===== config.mk =====
export PLATFORM = sky130hd
export DESIGN_NAME = r4_otfc_quo
export DESIGN_NICKNAME = d
export VERILOG_FILES = /design/src/rtl/r4_otfc_quo.sv
export SDC_FILE = /design/constraint.sdc
export NUM_CORES = 1
export LEC_CHECK = 0
export BUFFER_PORTS_ARGS = -buffer_cell sky130_fd_sc_hd__buf_2
export CORE_ASPECT_RATIO = 0.7
export CORE_MARGIN = 10
export CORE_UTILIZATION = 53
export DETAILED_ROUTE_END_ITERATION = 10
export GPL_ROUTABILITY_DRIVEN = 1
export PLACE_DENSITY = 0.84
export SLEW_MARGIN = 25
export SYNTH_ARGS = -nofsm -noshare
export SYNTH_HDL_FRONTEND = slang
export SYNTH_SLANG_ARGS = --single-unit
export TNS_END_PERCENT = 1

===== constraint.sdc =====
create_clock -name clk -period 1.65 [get_ports clk]
set_clock_uncertainty 0.15 [all_clocks]
set_input_delay 0.2475 -clock clk [delete_from_list [all_inputs] [get_ports clk]]
set_output_delay 0.2475 -clock clk [all_outputs]
set_load 0.01 [all_outputs]

===== src/rtl/r4_otfc_quo.sv =====
`default_nettype none
// ============================================================================
// Module      : r4_otfc_quo
// Description : Radix-4 SRT on-the-fly quotient conversion. Keeps the Q/QM
//               register pair, returns the previous digit to the speculative
//               QDS, applies the final remainder-sign correction and presents
//               the quotient over a valid/ready handshake.
//               Optional digit one-hot checker: define R4_OTFC_ONEHOT_CHK_EN.
// Revision    : 1.0 - initial release
// ============================================================================
module r4_otfc_quo #(
  parameter int WIDTH = 32,
  parameter int CNT_W = $clog2(WIDTH/2+1)
) (
  input  logic             clk,
  input  logic             rst,
  input  logic             start_valid_i,
  output logic             start_ready_o,
  input  logic [CNT_W-1:0] iter_num_i,
  input  logic             dig_vld_i,
  input  logic [4:0]       quo_dig_i,
  input  logic             rem_neg_i,
  output logic [4:0]       prev_quo_dig_o,
  output logic [WIDTH-1:0] quo_o,
  output logic             quo_vld_o,
  input  logic             quo_rdy_i,
  output logic             err_o
);

  localparam logic [1:0] S_IDLE = 2'd0;
  localparam logic [1:0] S_ITER = 2'd1;
  localparam logic [1:0] S_FIN  = 2'd2;
  localparam logic [1:0] S_DONE = 2'd3;

  localparam logic [CNT_W-1:0] C_MAX_ITER = CNT_W'(WIDTH/2);
  localparam logic [4:0]       C_DIG_ZERO = 5'b00100;

  logic [1:0]       state_q, state_d;
  logic [CNT_W-1:0] cnt_q, cnt_d;
  logic [WIDTH-1:0] q_q, q_d;
  logic [WIDTH-1:0] qm_q, qm_d;
  logic [WIDTH-1:0] quo_q, quo_d;
  logic [4:0]       prev_dig_q, prev_dig_d;
  logic             start_ready_q, start_ready_d;
  logic             quo_vld_q, quo_vld_d;

  logic             dig_onehot;
  logic             dig_accept;
  logic [WIDTH-1:0] q_upd, qm_upd;

  assign dig_accept = (state_q == S_ITER) && dig_vld_i;

  // Digit decode and OTFC append; anything not one-hot behaves as digit 0
  always_comb begin
    dig_onehot = 1'b1;
    q_upd      = {q_q[WIDTH-3:0], 2'b00};
    qm_upd     = {qm_q[WIDTH-3:0], 2'b11};
    case (quo_dig_i)
      5'b00001: begin  // +2
        q_upd  = {q_q[WIDTH-3:0], 2'b10};
        qm_upd = {q_q[WIDTH-3:0], 2'b01};
      end
      5'b00010: begin  // +1
        q_upd  = {q_q[WIDTH-3:0], 2'b01};
        qm_upd = {q_q[WIDTH-3:0], 2'b00};
      end
      5'b00100: begin  // 0
        q_upd  = {q_q[WIDTH-3:0], 2'b00};
        qm_upd = {qm_q[WIDTH-3:0], 2'b11};
      end
      5'b01000: begin  // -1
        q_upd  = {qm_q[WIDTH-3:0], 2'b11};
        qm_upd = {qm_q[WIDTH-3:0], 2'b10};
      end
      5'b10000: begin  // -2
        q_upd  = {qm_q[WIDTH-3:0], 2'b10};
        qm_upd = {qm_q[WIDTH-3:0], 2'b01};
      end
      default: dig_onehot = 1'b0;
    endcase
  end

  // Next-state logic for the FSM and all datapath registers
  always_comb begin
    state_d    = state_q;
    cnt_d      = cnt_q;
    q_d        = q_q;
    qm_d       = qm_q;
    quo_d      = quo_q;
    prev_dig_d = prev_dig_q;
    case (state_q)
      S_IDLE: begin
        if (start_valid_i) begin
          state_d    = S_ITER;
          cnt_d      = ((iter_num_i == '0) || (iter_num_i > C_MAX_ITER)) ? C_MAX_ITER : iter_num_i;
          q_d        = '0;
          qm_d       = '1;
          prev_dig_d = C_DIG_ZERO;
        end
      end
      S_ITER: begin
        if (dig_vld_i) begin
          q_d        = q_upd;
          qm_d       = qm_upd;
          prev_dig_d = dig_onehot ? quo_dig_i : C_DIG_ZERO;
          cnt_d      = cnt_q - 1'b1;
          if (cnt_q == CNT_W'(1)) begin
            state_d = S_FIN;
          end
        end
      end
      S_FIN: begin
        quo_d   = rem_neg_i ? qm_q : q_q;
        state_d = S_DONE;
      end
      S_DONE: begin
        if (quo_rdy_i) begin
          state_d = S_IDLE;
        end
      end
      default: state_d = S_IDLE;
    endcase
    // Handshake outputs are registered copies of the upcoming state
    start_ready_d = (state_d == S_IDLE);
    quo_vld_d     = (state_d == S_DONE);
  end

  // State and datapath registers
  always_ff @(posedge clk) begin
    if (rst) begin
      state_q       <= S_IDLE;
      cnt_q         <= '0;
      q_q           <= '0;
      qm_q          <= '1;
      quo_q         <= '0;
      prev_dig_q    <= C_DIG_ZERO;
      start_ready_q <= 1'b1;
      quo_vld_q     <= 1'b0;
    end else begin
      state_q       <= state_d;
      cnt_q         <= cnt_d;
      q_q           <= q_d;
      qm_q          <= qm_d;
      quo_q         <= quo_d;
      prev_dig_q    <= prev_dig_d;
      start_ready_q <= start_ready_d;
      quo_vld_q     <= quo_vld_d;
    end
  end

  assign start_ready_o  = start_ready_q;
  assign quo_vld_o      = quo_vld_q;
  assign quo_o          = quo_q;
  assign prev_quo_dig_o = prev_dig_q;

`ifdef R4_OTFC_ONEHOT_CHK_EN
  logic err_q, err_d;

  // Sticky illegal-digit flag, cleared when a new division starts
  always_comb begin
    err_d = err_q;
    if ((state_q == S_IDLE) && start_valid_i) begin
      err_d = 1'b0;
    end else if (dig_accept && !dig_onehot) begin
      err_d = 1'b1;
    end
  end

  // Error flag register
  always_ff @(posedge clk) begin
    if (rst) begin
      err_q <= 1'b0;
    end else begin
      err_q <= err_d;
    end
  end

  assign err_o = err_q;

  a_dig_onehot : assert property (@(posedge clk) disable iff (rst)
    dig_accept |-> dig_onehot)
    else $error("r4_otfc_quo: non-one-hot quotient digit %b", quo_dig_i);
`else
  assign err_o = 1'b0;
`endif

endmodule
`default_nettype wire


# [After elaboration in Yosys (flattened, before gate mapping)]
# Index checks and enable logic that the tools add are counted.
[classes] reduce_logical=7 n_eq_ne=12 order_cmp=1 mux=23 add_sub_neg=1
[ops] op="$pmux 32 s4" count=2
[ops] op="$mux 32" count=5
[ops] op="$pmux 32 s2" count=2
[ops] op="$mux 5" count=6
[ops] op="$pmux 5 s2" count=2
[ops] op="$eq 5x1->1 const B" count=2
[ops] op="$mux 2" count=4
[ops] op="$pmux 2 s4" count=1
[ops] op="$eq 2x2->1 const B" count=3
[ops] op="$eq 5x2->1 const B" count=1
[ops] op="$eq 5x3->1 const B" count=1
[ops] op="$eq 5x4->1 const B" count=1
[ops] op="$eq 5x5->1 const B" count=1
[ops] op="$gt 5x5->1 const B" count=1
[ops] op="$logic_not 5->1" count=1
[ops] op="$reduce_or 5->1" count=1
[ops] op="$sub 5x1->5 const B" count=1
[ops] op="$logic_not 2->1" count=2
[ops] op="$ne 2x2->1 const B" count=2
[ops] op="$reduce_and 3->1" count=1
[ops] op="$eq 2x1->1 const B" count=1
[ops] op="$reduce_bool 2->1" count=1
[ops] op="$logic_or 1x1->1" count=1
[ops] op="$mux 1" count=1
[totals] reg_bits=110 elab_cells=52

# [Depth between registers and ports, before layout]
# Gate-level depths: netlist of run 1.
[logic_depth] depth_word=6 depth_mapped=7 depth_no_buf=5

# [Worst setup path after synthesis of run 1]
# No wires, ideal clock.
[synth_path] path_kind="in2reg" from="input quo_dig_i[2]" to="register qm_q[10]" arrival_time_ps=1463 slack_ps=-91 n_path_buf=3 cell_stages=7 path_cell_list="buf_2 > or3_1 > or2_1 > buf_2 > buf_6 > mux2i_1 > a2bb2oi_1"
[synth_via] elab_chain_cells=4 elab_cells_between_ends=7 cone_classes="4 x eq/ne; 3 x mux"
[synth_rtl] item="start: declaration" line="21" rtl="input logic [4:0] quo_dig_i,"
[synth_rtl] item="$eq 5x5->1, or another cell as far along" line="58" rtl="case (quo_dig_i)"
[synth_rtl] item="$pmux 32 s4 *" line="58"
[synth_rtl] item="$mux 32 *" line="102" rtl="if (dig_vld_i) begin"
[synth_rtl] item="$pmux 32 s2 *" line="91" rtl="case (state_q)"
[synth_rtl] item="end signal: assignment" line="143" rtl="qm_q <= qm_d;"
[synth_rtl] item="end: declaration" line="41" rtl="logic [WIDTH-1:0] qm_q, qm_d;"
# Every way passes the cells marked *; elsewhere a longest branch is shown, timed or not. The select of a mux whose other input is x is not followed.
# A chain may end at the register's enable or synchronous reset.

# [Worst setup path after layout of run 1]
[layout_path] from="register state_q[1]" to="register q_q[3]"
[layout_via] elab_chain_cells=3 elab_cells_between_ends=7 cone_classes="3 x eq/ne; 1 x mux; 3 x reduce/logical"
[layout_rtl] item="start: declaration" line="38" rtl="logic [1:0] state_q, state_d;"
[layout_rtl] item="start signal: assignment" line="140" rtl="state_q <= state_d;"
[layout_rtl] item="$eq 2x1->1 / $logic_not 2->1 (equally long branches)" line="91"
[layout_rtl] item="$ne 2x2->1 (no line) / $reduce_bool 2->1 (equally long branches)"
[layout_rtl] item="$reduce_and 3->1 (no line)"
[layout_rtl] item="end signal: assignment" line="142" rtl="q_q <= q_d;"
[layout_rtl] item="end: declaration" line="40" rtl="logic [WIDTH-1:0] q_q, q_d;"
# Parallel ways exist; a longest one is shown, timed or not.

==> flow_metrics.env, run 1 <==
export IMPL_grt_usage=0.186
export IMPL_end_kind="register"
export IMPL_design_portCount=56
export IMPL_required_ps=1790
export IMPL_antenna_found_initial=0
export IMPL_num_rows=30
export IMPL_vias=4742
export IMPL_synth_area_top_cells="dfxtp_1 (42%), mux2i_1 (12%), a2bb2oi_1 (5.2%)"
export IMPL_p_per_area_nw_per_um2=886
export IMPL_grt_pass1_vias=4502
export IMPL_grt_max_degree=65
export IMPL_leakage_nw=2.50
export IMPL_cp_max_fo=7
export IMPL_insertion_delay_ps=360
export IMPL_power_mw=5.53
export IMPL_hold_viol=0
export IMPL_synth_edf_count=0
export IMPL_setup_viol=0
export IMPL_ant_nets=0
export IMPL_worstSetupStartpointType="register"
export IMPL_reg2reg_from="state_q[1]$_SDFF_PP0_"
export IMPL_worstSetupPathType="reg2reg"
export IMPL_cp_startpoint="state_q[1]$_SDFF_PP0_"
export IMPL_worst_r2r_endpoint="q_q[3]$_SDFFE_PP0P_"
export IMPL_synth_cell_types=42
export IMPL_rsz0062_at_grt="true"
export IMPL_initial_core_util=0.540
export IMPL_die_h_um=103
export IMPL_synth_most_common_cell="dfxtp_1"
export IMPL_clkSinkCount=110
export IMPL_postSynthAreaPerCell_um2=9.10
export IMPL_syn_inst=572
export IMPL_final_net_count=644
export IMPL_portBuffers=54
export IMPL_period_share=0.991
export IMPL_async_flop_share=0
export IMPL_arrival_ps=1770
export IMPL_reg2reg_depth=7
export IMPL_seq_area_frac_synth=0.423
export IMPL_diodes=0
export IMPL_gp_routability_congestion=0.838
export IMPL_fill_cells=773
export IMPL_die_area_um2=14200
export IMPL_die_x_um=138
export IMPL_dp_hpwl_mm=8.61
export IMPL_syn_nets=591
export IMPL_synth_top_area_share=0.423
export IMPL_cts_clk_slew_worst_paths_ps=70
export IMPL_grt_first_pass_wirelength_mm=22.1
export IMPL_min_path_type="in2reg"
export IMPL_cts_max_level=3
export IMPL_yosys_warnings=0
export IMPL_drc=0
export IMPL_grt_ovfl_total=0
export IMPL_synth_area_leader_cell="dfxtp_1"
export IMPL_status="finished, final reports clean"
export IMPL_drive_gt1_frac=0.210
export IMPL_syn_to_final_growth_pct=19.8
export IMPL_peakVddDrop_uv=517
export IMPL_fin_crit_ps=1630
export IMPL_cts_buffers=9
export IMPL_crit_end="q_q[3]$_SDFFE_PP0P_"
export IMPL_first_pass_iters=5
export IMPL_core_um2=9650
export IMPL_root_buffer="clkbuf_16"
export IMPL_worstHoldPathCells=3
export IMPL_netlist_area_um2=5200
export IMPL_synthFlopType="dfxtp_1"
export IMPL_vias_per_cell=6.26
export IMPL_drt_wirelength_per_cell_um=18.5
export IMPL_tns_ps=0
export IMPL_fmax_ghz=0.612
export IMPL_drtIter0Drc=457
export IMPL_cts_buffer_depth=2
export IMPL_drv_slew=0
export IMPL_synthTopCellsByCount="dfxtp_1 (110), mux2i_1 (63), nor2_1 (46), a21oi_1 (42), clkbuf_1 (38)"
export IMPL_cts_tree="done"
export IMPL_r2r_setup_slack_ps=20
export IMPL_drt_total_wl_mm=14.0
export IMPL_timing_max_cap_violations=0
export IMPL_synth_seq_cells=110
## layer usage
metal	vias up	part of all wire	global-route usage
li1	2227	-	-
met4	0	0.016	0.0598
met3	29	0.091	0.0511
met2	223	0.46	0.312
met1	2263	0.44	0.229
met5	-	0	0
## timing repair
item,CTS,global route
hold buffers,2,0
hold endpoints to repair,2,0
gates cloned,1,2
pin swaps,1,3
resized for setup,2,17
setup endpoints to repair,19,46
setup buffers,1,3
## stage by stage
step / worst slack, ps / instance area (um2) / utilization / hold slack [ps] / cells
finish: 15.5 / 6240 / 0.646 / 13.8 / 758
global route: -76.9 / 6240 / 0.646 / 29.0 / 758
CTS: 36.5 / 6140 / 0.636 / 11.7 / 754
detailed placement: -207 / 5790 / 0.600 / 293 / 734
global placement: -153 / 5790 / 0.600 / 278 / 734
floorplan: -47.0 / 5240 / - / 189 / 572
## how the worst min path moves through the flow
stage / start / end / slack, ps
6_report: iter_num_i[0] / cnt_q[0]$_SDFFE_PP0P_ / 10
5_1_grt: iter_num_i[0] / cnt_q[0]$_SDFFE_PP0P_ / 30
4_1_cts: iter_num_i[0] / cnt_q[0]$_SDFFE_PP0P_ / 10
3_5_place_dp: prev_quo_dig_o[2]$_SDFFE_PP1P_ / prev_quo_dig_o[2]$_SDFFE_PP1P_ / 290
3_3_place_gp: prev_quo_dig_o[2]$_SDFFE_PP1P_ / prev_quo_dig_o[2]$_SDFFE_PP1P_ / 280
2_1_floorplan: start_valid_i / start_ready_o$_SDFF_PP1_ / 190
## registers in the layout, summed over array words and instances, names as in the netlist
name / count
cnt_q: 5
prev_quo_dig_o: 5
q_q: 32
qm_q: 32
quo_o: 32
quo_vld_o: 1
start_ready_o: 1
state_q: 2
## layout by cell type (no fill, tap or decap), types with 31 or more instances in the layout
cell,instances
a2bb2oi_1,31
a21oi_1,41
mux2i_1,63
buf_2,55
a21o_1,33
nor2_1,46
o21ai_0,36
buf_4,32
nand3_1,31
dfxtp_1,108
## worst max-delay path, cell delays in order, from the launching register on
cell and delay [ps]:
dfxtp_2 320, nand3b_1 180, buf_6 160, nor3_4 220, buf_6 170, clkbuf_16 160, a22oi_1 70, a21oi_1 130
## layout make-up
cell class                      count  area, um2  share of cell area
Clock inverter                      4       30.0             0.00482
Tap cell                          128        160              0.0257
Inverter                            6       22.5             0.00361
Sequential cell                   110       2210               0.354
Timing Repair Buffer              100        742               0.119
Clock buffer                       12        256              0.0411
Multi-Input combinational cell    398       2820               0.452
## cell families after synthesis
| logic type | Yosys count | share of synthesized area |
|---|---|---|
| compound gates | 218 | 0.286 |
| xor+xnor | 4 | 0.00673 |
| fa+ha+maj | 3 | 0.00721 |
| buf+inv | 64 | 0.0548 |
| flops | 110 | 0.423 |
| mux | 63 | 0.121 |
| other cells | 1 | 0.000720 |
| simple gates | 109 | 0.101 |
## report_power, final
part           internal (mW)  total [mW]  switching (mW)
logic                  0.289       0.701           0.412
clock network           1.11        2.09           0.974
registers               2.70        2.74          0.0403
total                   4.10        5.53            1.43
No activity file was read; power rests on OpenSTA's default activity.
==> run 2: changes to the inputs <==
Settings changed: HOLD_SLACK_MARGIN from default to 0.06.
==> run 2 against run 1 <==
Against the previous run: sequential power about the same; cell area increased by 0.16%; flip-flop and latch count unchanged; power about the same; count of clock-buffer cells in the layout unchanged.
==> flow_metrics.env, run 2 (synthesized netlist as in run 1, its figures left out) <==
export IMPL_tns_ps=0
export IMPL_final_net_count=645
export IMPL_first_pass_iters=6
export IMPL_grt_first_pass_wirelength_mm=22.2
export IMPL_vias=4700
export IMPL_vias_per_cell=6.19
export IMPL_final_common_cell="dfxtp_1"
export IMPL_timing_max_cap_violations=0
export IMPL_drv_slew=0
export IMPL_num_rows=30
export IMPL_cts_clk_slew_worst_paths_ps=70
export IMPL_cp_max_fo=7
export IMPL_required_ps=1790
export IMPL_p_per_area_nw_per_um2=885
export IMPL_root_buffer="clkbuf_16"
export IMPL_drtIter0Drc=440
export IMPL_postLayoutCoreUtil=0.647
export IMPL_min_from="start_valid_i"
export IMPL_cts_max_level=3
export IMPL_dp_hpwl_mm=8.61
export IMPL_setup_viol=0
export IMPL_insertion_delay_ps=350
export IMPL_worstHoldPathCells=4
export IMPL_drive_gt1_frac=0.209
export IMPL_worstSetupPathType="reg2reg"
export IMPL_cts_tree="done"
export IMPL_fin_crit_ps=1630
export IMPL_reg2reg_depth=7
export IMPL_diodes=0
export IMPL_core_um2=9650
export IMPL_cts_buffer_depth=2
export IMPL_drc=0
export IMPL_cts_buffers=9
export IMPL_antenna_found_initial=0
export IMPL_design_portCount=56
export IMPL_grt_pass1_vias=4507
export IMPL_clkSinkCount=110
export IMPL_portBuffers=54
export IMPL_rsz0062_at_grt="true"
export IMPL_final_cell_mix="dfxtp_1 (108), mux2i_1 (63), buf_2 (55)"
export IMPL_worst_hold_path_endpoint="state_q[0]$_SDFF_PP0_"
export IMPL_peakVddDrop_uv=516
export IMPL_die_area_um2=14200
export IMPL_hold_viol=0
export IMPL_arrival_ps=1760
export IMPL_ant_nets=0
export IMPL_fmax_ghz=0.615
export IMPL_gp_routability_congestion=0.838
export IMPL_leakage_nw=2.50
export IMPL_seq_area_um2=2210
export IMPL_r2r_setup_slack_ps=20
export IMPL_pre_cts_ws_ps=-207
export IMPL_drt_total_wl_mm=14.0
export IMPL_finish_instance_area_um2=6250
export IMPL_initial_core_util=0.540
export IMPL_grt_usage=0.186
export IMPL_syn_to_final_growth_pct=20.0
export IMPL_multi_input_area_um2=2820
export IMPL_drt_wirelength_per_cell_um=18.5
export IMPL_status="finished, final reports clean"
export IMPL_worstSetupStartpointType="register"
export IMPL_die_x_um=138
export IMPL_grt_max_degree=65
export IMPL_end_kind="register"
export IMPL_die_h_um=103
export IMPL_fill_cells=770
export IMPL_grt_ovfl_total=0
export IMPL_period_share=0.985
export IMPL_setup_ws_ps=24.6
export IMPL_place_area_um2=5790
export IMPL_min_path_type="in2reg"
export IMPL_reg2reg_from="state_q[1]$_SDFF_PP0_"
export IMPL_worst_r2r_endpoint="q_q[3]$_SDFFE_PP0P_"
export IMPL_whs_ps=98.9
==> run 2: cell types whose count changed in the layout (fill, tap and decap cells not counted), sizes merged <==
| cell | change |
|---|---|
| dlygate4sd3 | +1 |
==> run 2: worst max-delay path by stage <==
stage                          start               endpoint  cells after the start
2_1_floorplan           quo_dig_i[3]  qm_q[10]$_SDFFE_PP1P_                      7
3_3_place_gp           iter_num_i[3]  cnt_q[1]$_SDFFE_PP0P_                      6
3_5_place_dp           iter_num_i[3]  cnt_q[2]$_SDFFE_PP0P_                      6
4_1_cts        state_q[0]$_SDFF_PP0_   q_q[19]$_SDFFE_PP0P_                      7
5_1_grt        state_q[1]$_SDFF_PP0_   q_q[31]$_SDFFE_PP0P_                      6
6_report       state_q[1]$_SDFF_PP0_    q_q[3]$_SDFFE_PP0P_                      7
==> run 2: cell type report <==
cell class / count / share of cell area
Multi-Input combinational cell: 398 / 0.451
Sequential cell: 110 / 0.353
Tap cell: 128 / 0.0256
Timing Repair Buffer: 101 / 0.120
Inverter: 6 / 0.00361
Clock inverter: 4 / 0.00481
Clock buffer: 12 / 0.0411
==> run 2: what timing repair did <==
action	CTS	global route
hold buffers	3	0
pin swaps	1	3
resized for setup	2	17
cloned	1	2
hold endpoints to repair	3	0
setup buffers	1	3
setup endpoints to repair	19	46
==> run 2: where the power goes <==
group | internal (mW) | switching [mW] | total (mW)
Combinational | 0.291 | 0.413 | 0.704
Sequential | 2.70 | 0.0402 | 2.74
Clock | 1.11 | 0.975 | 2.09
Total | 4.10 | 1.43 | 5.53
==> run 2: routing by layer <==
| layer | routed length [um] | track usage | share of wire |
|---|---|---|---|
| met5 | 0 | 0 | 0 |
| met4 | 229 | 0.0598 | 0.016 |
| met3 | 1210 | 0.0511 | 0.086 |
| met2 | 6400 | 0.312 | 0.46 |
| met1 | 6210 | 0.230 | 0.44 |
==> run 2: critical path, cell delays in order (launching register included) <==
cell,delay [ps]
dfxtp_2,320
nand3b_1,180
buf_6,160
nor3_4,220
buf_6,170
clkbuf_16,160
a22oi_1,70
a21oi_1,130
==> run 2: stage by stage <==
| stage | power, mW | cells |
|---|---|---|
| floorplan | 3.24 | 572 |
| finish | 5.53 | 759 |
| CTS | 5.54 | 755 |
| global placement | 3.44 | 734 |
| global route | 5.72 | 759 |
| detailed placement | 3.46 | 734 |
